===== config.mk =====
export PLATFORM = sky130hd
export DESIGN_NAME = delay
export DESIGN_NICKNAME = d
export VERILOG_FILES = /design/src/rtl/delay.sv
export SDC_FILE = /design/constraint.sdc
export NUM_CORES = 1
export LEC_CHECK = 0
export CORE_MARGIN = 2
export CORE_UTILIZATION = 42
export CTS_BUF_LIST = sky130_fd_sc_hd__clkbuf_16
export DETAILED_ROUTE_END_ITERATION = 6
export GPL_TIMING_DRIVEN = 0
export PLACE_DENSITY_LB_ADDON = 0.25
export SLEW_MARGIN = 20
export SYNTH_ARGS = -nofsm -noshare
export SYNTH_HDL_FRONTEND = slang
export SYNTH_SLANG_ARGS = --single-unit

===== constraint.sdc =====
create_clock -name clock -period 0.8 [get_ports clock]
set_clock_uncertainty 0.1 [all_clocks]
set_input_delay 0.08 -clock clock [delete_from_list [all_inputs] [get_ports clock]]
set_output_delay 0.08 -clock clock [all_outputs]
set_load 0.05 [all_outputs]

===== src/rtl/delay.sv =====
// Fixed-latency register delay line: data_out is data_in delayed by DEPTH clock edges.
// Each stage is its own flop instance so the chain stays a pure register path.

module delay_stage #(
  parameter int WIDTH = 16
) (
  input  logic             clock,
  input  logic             reset_n,
  input  logic [WIDTH-1:0] d,
  output logic [WIDTH-1:0] q
);

  always_ff @(posedge clock or negedge reset_n) begin
    if (!reset_n) q <= '0;
    else          q <= d;
  end

endmodule

module delay #(
  parameter int WIDTH = 16,
  parameter int DEPTH = 2
) (
  input  logic             clock,
  input  logic             reset_n,
  input  logic [WIDTH-1:0] data_in,
  output logic [WIDTH-1:0] data_out
);

  if (DEPTH < 1 || DEPTH > 64 || WIDTH < 1) begin : g_bad_param
    $error("delay: DEPTH must be 1..64 and WIDTH >= 1");
  end

  logic [DEPTH-1:0][WIDTH-1:0] stage;

  for (genvar i = 0; i < DEPTH; i++) begin : g_stage
    logic [WIDTH-1:0] d;
    if (i == 0) begin : g_head
      assign d = data_in;
    end else begin : g_link
      assign d = stage[i-1];
    end
    delay_stage #(.WIDTH(WIDTH)) u_stage (
      .clock   (clock),
      .reset_n (reset_n),
      .d       (d),
      .q       (stage[i])
    );
  end

  // Output comes straight off the last flop; no combinational path from data_in.
  assign data_out = stage[DEPTH-1];

endmodule


==> impl_results.md, run 1 <==
- Biggest register: g_stage.u_stage.q
- CP Launch Type: register
- Cell Area, Synth: 801 µm²
- Syn. warnings: 0
- Syn nets: 50
- Pwr/cell area: 2880 nW/µm²
- Max FFs per register: 32
- Arrival time worst endpoint: 800 ps
- Number of buffers on the longest clock path: 2
- R2R depth: 0
- RSZ-0062 raised after global routing: true
- CP top delay family: flip-flops
- CTS tree: done
- Minimum clock period after layout: 979 ps
- Max Slew Vio Count: 0
- Area Growth Syn to Fin: 64.4%
- RePlAce Congestion: 0.580
- Fin crit share: 1.22
- DR vias: between 300 and 400
- CP Capture Type: primary output
- H-tree levels: 2
- Leakage: 0.607 nW
- Logic depth of the worst setup path including buffers: 1
- Yosys cell types: 1
- Clk_lat worst skew: 270 ps
- Maxcap violations: 0
- Design Area, Final: 1320 µm²
- Gr usage total: 0.126
- Post-Syn Instances: 32
- Die ar.: 2270 µm²
- Vias in the first global route: 374
- Die Height: 47.7 µm
- Critical Path Fanout Max: 1
- Drt drc: 0
- Die W: 47.7 µm
- CTS Buf Count: 5
- Peak VDD IR: just under 2000 µV
- Buf/Inv on CP: 1
- Max_slew headroom: 0.566
- Post-placement worst setup slack: -510 ps
- Total wire length: between 1000 and 1500 µm
- Largest net degree at the start of global routing: 33
- Diodes inserted: 0
- Actual slew at the worst max-slew pin: roughly 650 ps
- Routed wire per std cell: 11.5 µm
- Violated checks: negative hold slack, negative setup slack
- Grt ovf: 0
- Synthesized area per cell: between 20 and 30 µm²
- Rows: 15
- Hold Fails Final Rpt: 32
- Initial DRC count: 2
- Hold Path Class: input pin to async pin
- Clk slew on worst S/H paths: 50 ps
- Multi-input logic area: 0 µm²
- Fill count: 115
- Largest registers: g_stage.u_stage.q (32)
- Worst Path Class, Setup: register to primary output
- Crit-path cells: buf_6
- Root buffer cell: clkbuf_16
- Run status: finished, violations left
- Core Area: between 1500 and 2000 µm²
- Layout cells sized above 1: 0.329
- TritonRoute pass-1 iters: 2
- Critical path's slowest cell: dfrtp_1
- Num ports: 34
- Clock sink count: 32
- Register bit total from synthesis: 32
- Final hold slack: -259 ps
- Worst endpoint required time: 620 ps
- Buffers on Ports: 33
- Final nets: 90
- Vias per Instance: 4.00
- Multi-input combinational gate total: 0
- Initial antenna violation count: 0
- Fmax: 1.02 GHz
- Antenna Nets Post-Route: 0
- Sequential share of the synthesized area: 1.00
- Initial Util: 0.454
- Worst path max stage delay: 380 ps
- Setup violations, final: 16
- First-pass GRT wire length: 1670 µm
- Placed cell areas: roughly 1200 µm²
- Setup ws final: -179 ps
path summary, 6_finish.rpt:
path	start	slack [ps]	end
max reg2reg	g_stage[0].u_stage.q[7]	220	g_stage[1].u_stage.q[7]
min	reset_n	-260	g_stage[0].u_stage.q[8]
min in group clock	data_in[3]	150	g_stage[0].u_stage.q[3]
max in group asynchronous	reset_n	440	g_stage[0].u_stage.q[5]
max	g_stage[1].u_stage.q[4]	-180	data_out[4]
min reg2reg	g_stage[0].u_stage.q[13]	240	g_stage[1].u_stage.q[13]
final cells by class:
type	count	area (µm²)	area share
Timing Repair Buffer	33	345	0.262
Sequential cell	32	801	0.608
Clock buffer	5	125	0.0951
Clock inverter	3	13.8	0.0105
Tap cell	25	31.3	0.0238
layer usage:
layer | track usage | routed length [µm]
met1 | 0.134 | 382
met2 | 0.186 | 651
met5 | 0 | 0
met3 | 0.0679 | 80
met4 | 0.0973 | 16
timing repair:
item                       4_1_cts  5_1_grt
setup endpoints to repair       16       16
gates resized for setup        112        0
hold endpoints to repair        32       32
buffers inserted                 0        0
synthesized netlist by cell type:
cell type / n / area (µm²)
dfrtp_1: 32 / 801
layout by cell type, fill, tap and decap left out:
master           count
clkinv_2             2
buf_2                1
dfrtp_1             32
buf_6               16
clkbuf_16            5
clkinv_1             1
clkdlybuf4s50_1     16
power by group:
| group | leakage (nW) | total, mW | internal [mW] | switching (mW) |
|---|---|---|---|---|
| clock | 0.0710 | 1.70 | 1.12 | 0.578 |
| combinational | 0.163 | 0.351 | 0.148 | 0.203 |
| sequential | 0.373 | 1.73 | 1.70 | 0.0291 |
through the flow:
| stage | instances | total power [mW] | TNS (ps) | hold slack (ps) | util |
|---|---|---|---|---|---|
| CTS | 98 | 3.85 | -2820 | -241 | 0.746 |
| finish | 98 | 3.78 | -2660 | -259 | 0.746 |
| global placement | 90 | 2.09 | -36550 | 232 | 0.659 |
| global route | 98 | 3.95 | -3050 | -203 | 0.746 |
| detailed placement | 90 | 2.10 | -7650 | 46.1 | 0.656 |
| floorplan | 32 | 1.90 | 0 | -316 | - |
logic make-up after synthesis:
family      Yosys count  share of synthesized area
flip-flops           32                       1.00
Power figures use the tool's default switching activity.
==> run 2, diff against run 1 <==
CORE_UTILIZATION = 45   (was 42)
CTS_BUF_LIST = sky130_fd_sc_hd__clkbuf_8   (was sky130_fd_sc_hd__clkbuf_16)
==> run 2 against run 1 <==
Compared with the run above: the flow still finishes with violations (negative hold slack, negative setup slack); setup slack gained 10 ps; sequential share of layout area is 2.3 points higher; sequential power barely moved; via count shrank 0.77%; highest routed layer is now met3; combinational power barely moved.
==> impl_results.md, run 2 (same netlist as run 1, synthesis figures left out) <==
- Biggest register: g_stage.u_stage.q
- Clk_lat worst skew: 260 ps (about the same)
- Setup violations, final: 16 (unchanged)
- Layout cells sized above 1: 0.315 (-0.0137)
- Rows: 15 (unchanged)
- Grt ovf: 0 (unchanged)
- Area Growth Syn to Fin: 58.3%
- Initial DRC count: 2 (unchanged)
- Post-layout util: 0.742 (-0.00397)
- Arrival time worst endpoint: 790 ps (about the same)
- Antenna Nets Post-Route: 0 (unchanged)
- RePlAce Congestion: 0.614 (+5.8%)
- Worst Path Class, Setup: register to primary output
- Total wire length: 1020 µm (-9.8%)
- Worst Setup SP: g_stage[1].u_stage.q[9]
- Pwr/cell area: 2540 nW/µm² (-12%)
- DR vias: 389 (-0.77%)
- CP Launch Type: register
- Logic depth of the worst setup path including buffers: 1 (unchanged)
- Die W: 46.2 µm (-3.1%)
- R2R Path Start: g_stage[0].u_stage.q[2]
- H-tree levels: 2 (unchanged)
- Top routing layer used: met3
- # Post-CTS Setup Buffers: 0 (unchanged)
- Setup ws final: -168 ps (+10.4 ps)
- Finished Layout Cells: 98 (unchanged)
- Max_slew headroom: 0.551 (-0.0153)
- Buf/Inv on CP: 1 (unchanged)
- Max FFs per register: 32 (unchanged)
- Placed insts: 90 (unchanged)
- Critical Path Fanout Max: 1 (unchanged)
- Crit-path cells: buf_6
- Routed wire per std cell: 10.4 µm (-9.8%)
- Die Height: 46.2 µm (-3.1%)
- Setup tns final: -2560 ps (+94.6 ps)
- Die ar.: 2130 µm² (-6.1%)
- Fin crit share: 1.21 (-0.0130)
- Largest registers: g_stage.u_stage.q (32)
- Violated checks: negative hold slack, negative setup slack
- Metal1 wirelength: 360 µm (-5.8%)
- Most common cell after layout, fill and taps aside: dfrtp_1
- RSZ-0062 raised after global routing: true
- Multi-input logic area: 0 µm² (unchanged)
- Root buffer cell: clkbuf_8
- Most frequent cells in the layout: dfrtp_1, clkdlybuf4s50_1, buf_6
- Post-placement worst setup slack: -491 ps (+19.0 ps)
- Initial antenna violation count: 0 (unchanged)
- CTS Buf Count: 5 (unchanged)
- Vias in the first global route: 400 (+7.0%)
- Gr usage total: 0.126 (+0.000247)
- Hold Path Class: input pin to async pin
- Max Slew Vio Count: 0 (unchanged)
- Clock sink count: 32 (unchanged)
- First-pass GRT wire length: 1730 µm (+3.7%)
- Core Area: 1710 µm² (-3.2%)
- Number of buffers on the longest clock path: 2 (unchanged)
- Largest net degree at the start of global routing: 33 (unchanged)
- CP Capture Type: primary output
- Buffers on Ports: 33 (unchanged)
- Vias per Instance: 3.97 (-0.77%)
- Critical path's slowest cell: dfrtp_1
- Worst endpoint required time: 620 ps (about the same)
- Final hold slack: -244 ps (+14.8 ps)
- Fill count: 120 (+4.3%)
- Hold Fails Final Rpt: 32 (unchanged)
- Peak VDD IR: 1740 µV (-9.7%)
- Clk slew on worst S/H paths: 60 ps (about the same)
- Multi-input combinational gate total: 0 (unchanged)
- CP top delay family: flip-flops
- CTS tree: done
- Final nets: 90 (unchanged)
- TritonRoute pass-1 iters: 2 (unchanged)
- Num ports: 34 (unchanged)
- Initial Util: 0.469 (+0.0150)
- Run status: finished, violations left
- Leakage: 0.590 nW (-2.8%)
- Drt drc: 0 (unchanged)
- Maxcap violations: 0 (unchanged)
- R2R depth: 0 (unchanged)
- Minimum clock period after layout: 968 ps (-10.4 ps)
- Fmax: 1.03 GHz (+1.1%)
- Actual slew at the worst max-slew pin: 674 ps (+23.0 ps)
- Met2 WL: 593 µm (-8.9%)
- Diodes inserted: 0 (unchanged)
- Worst path max stage delay: 370 ps (about the same)
- Met3 WL: 66 µm (-18%)
-- run 2: metal layers --
layer / vias to the layer above / GRT usage
li1: 176 / -
met1: 193 / 0.129
met2: 20 / 0.203
met3: 0 / 0.0706
met4: 0 / 0.0686
met5: - / 0
-- run 2: cell type report --
class	count	area (µm²)	area share
Clock buffer	6	82.6	0.0652
Sequential cell	32	801	0.632
Timing Repair Buffer	33	345	0.272
Clock inverter	2	7.51	0.00592
Tap cell	25	31.3	0.0247
-- run 2: path summary, 6_finish.rpt --
| check | endpoint | slack [ps] |
|---|---|---|
| min reg2reg | g_stage[1].u_stage.q[0] | 250 |
| max in group asynchronous | g_stage[1].u_stage.q[7] | 410 |
| min in group clock | g_stage[0].u_stage.q[4] | 150 |
| max | data_out[9] | -170 |
| min | g_stage[1].u_stage.q[6] | -240 |
| max reg2reg | g_stage[1].u_stage.q[2] | 220 |
-- run 2: report_power, final --
group | leakage, nW | total (mW) | switching, mW | internal [mW]
registers | 0.373 | 1.73 | 0.0277 | 1.70
logic | 0.163 | 0.352 | 0.204 | 0.148
clock network | 0.0538 | 1.14 | 0.463 | 0.673
-- run 2: timing repair --
| action | in CTS | in global routing |
|---|---|---|
| setup endpoints to repair | 16 | 16 |
| endpoints found under the hold margin | 32 | 32 |
| pin swaps | 0 | 0 |
| resized for setup | 112 | 0 |
-- run 2: per-stage QoR --
stage               area, µm²  total power [mW]
floorplan                 801              1.90
global placement         1160              2.09
detailed placement       1160              2.09
CTS                      1270              3.27
global route             1270              3.37
finish                   1270              3.22
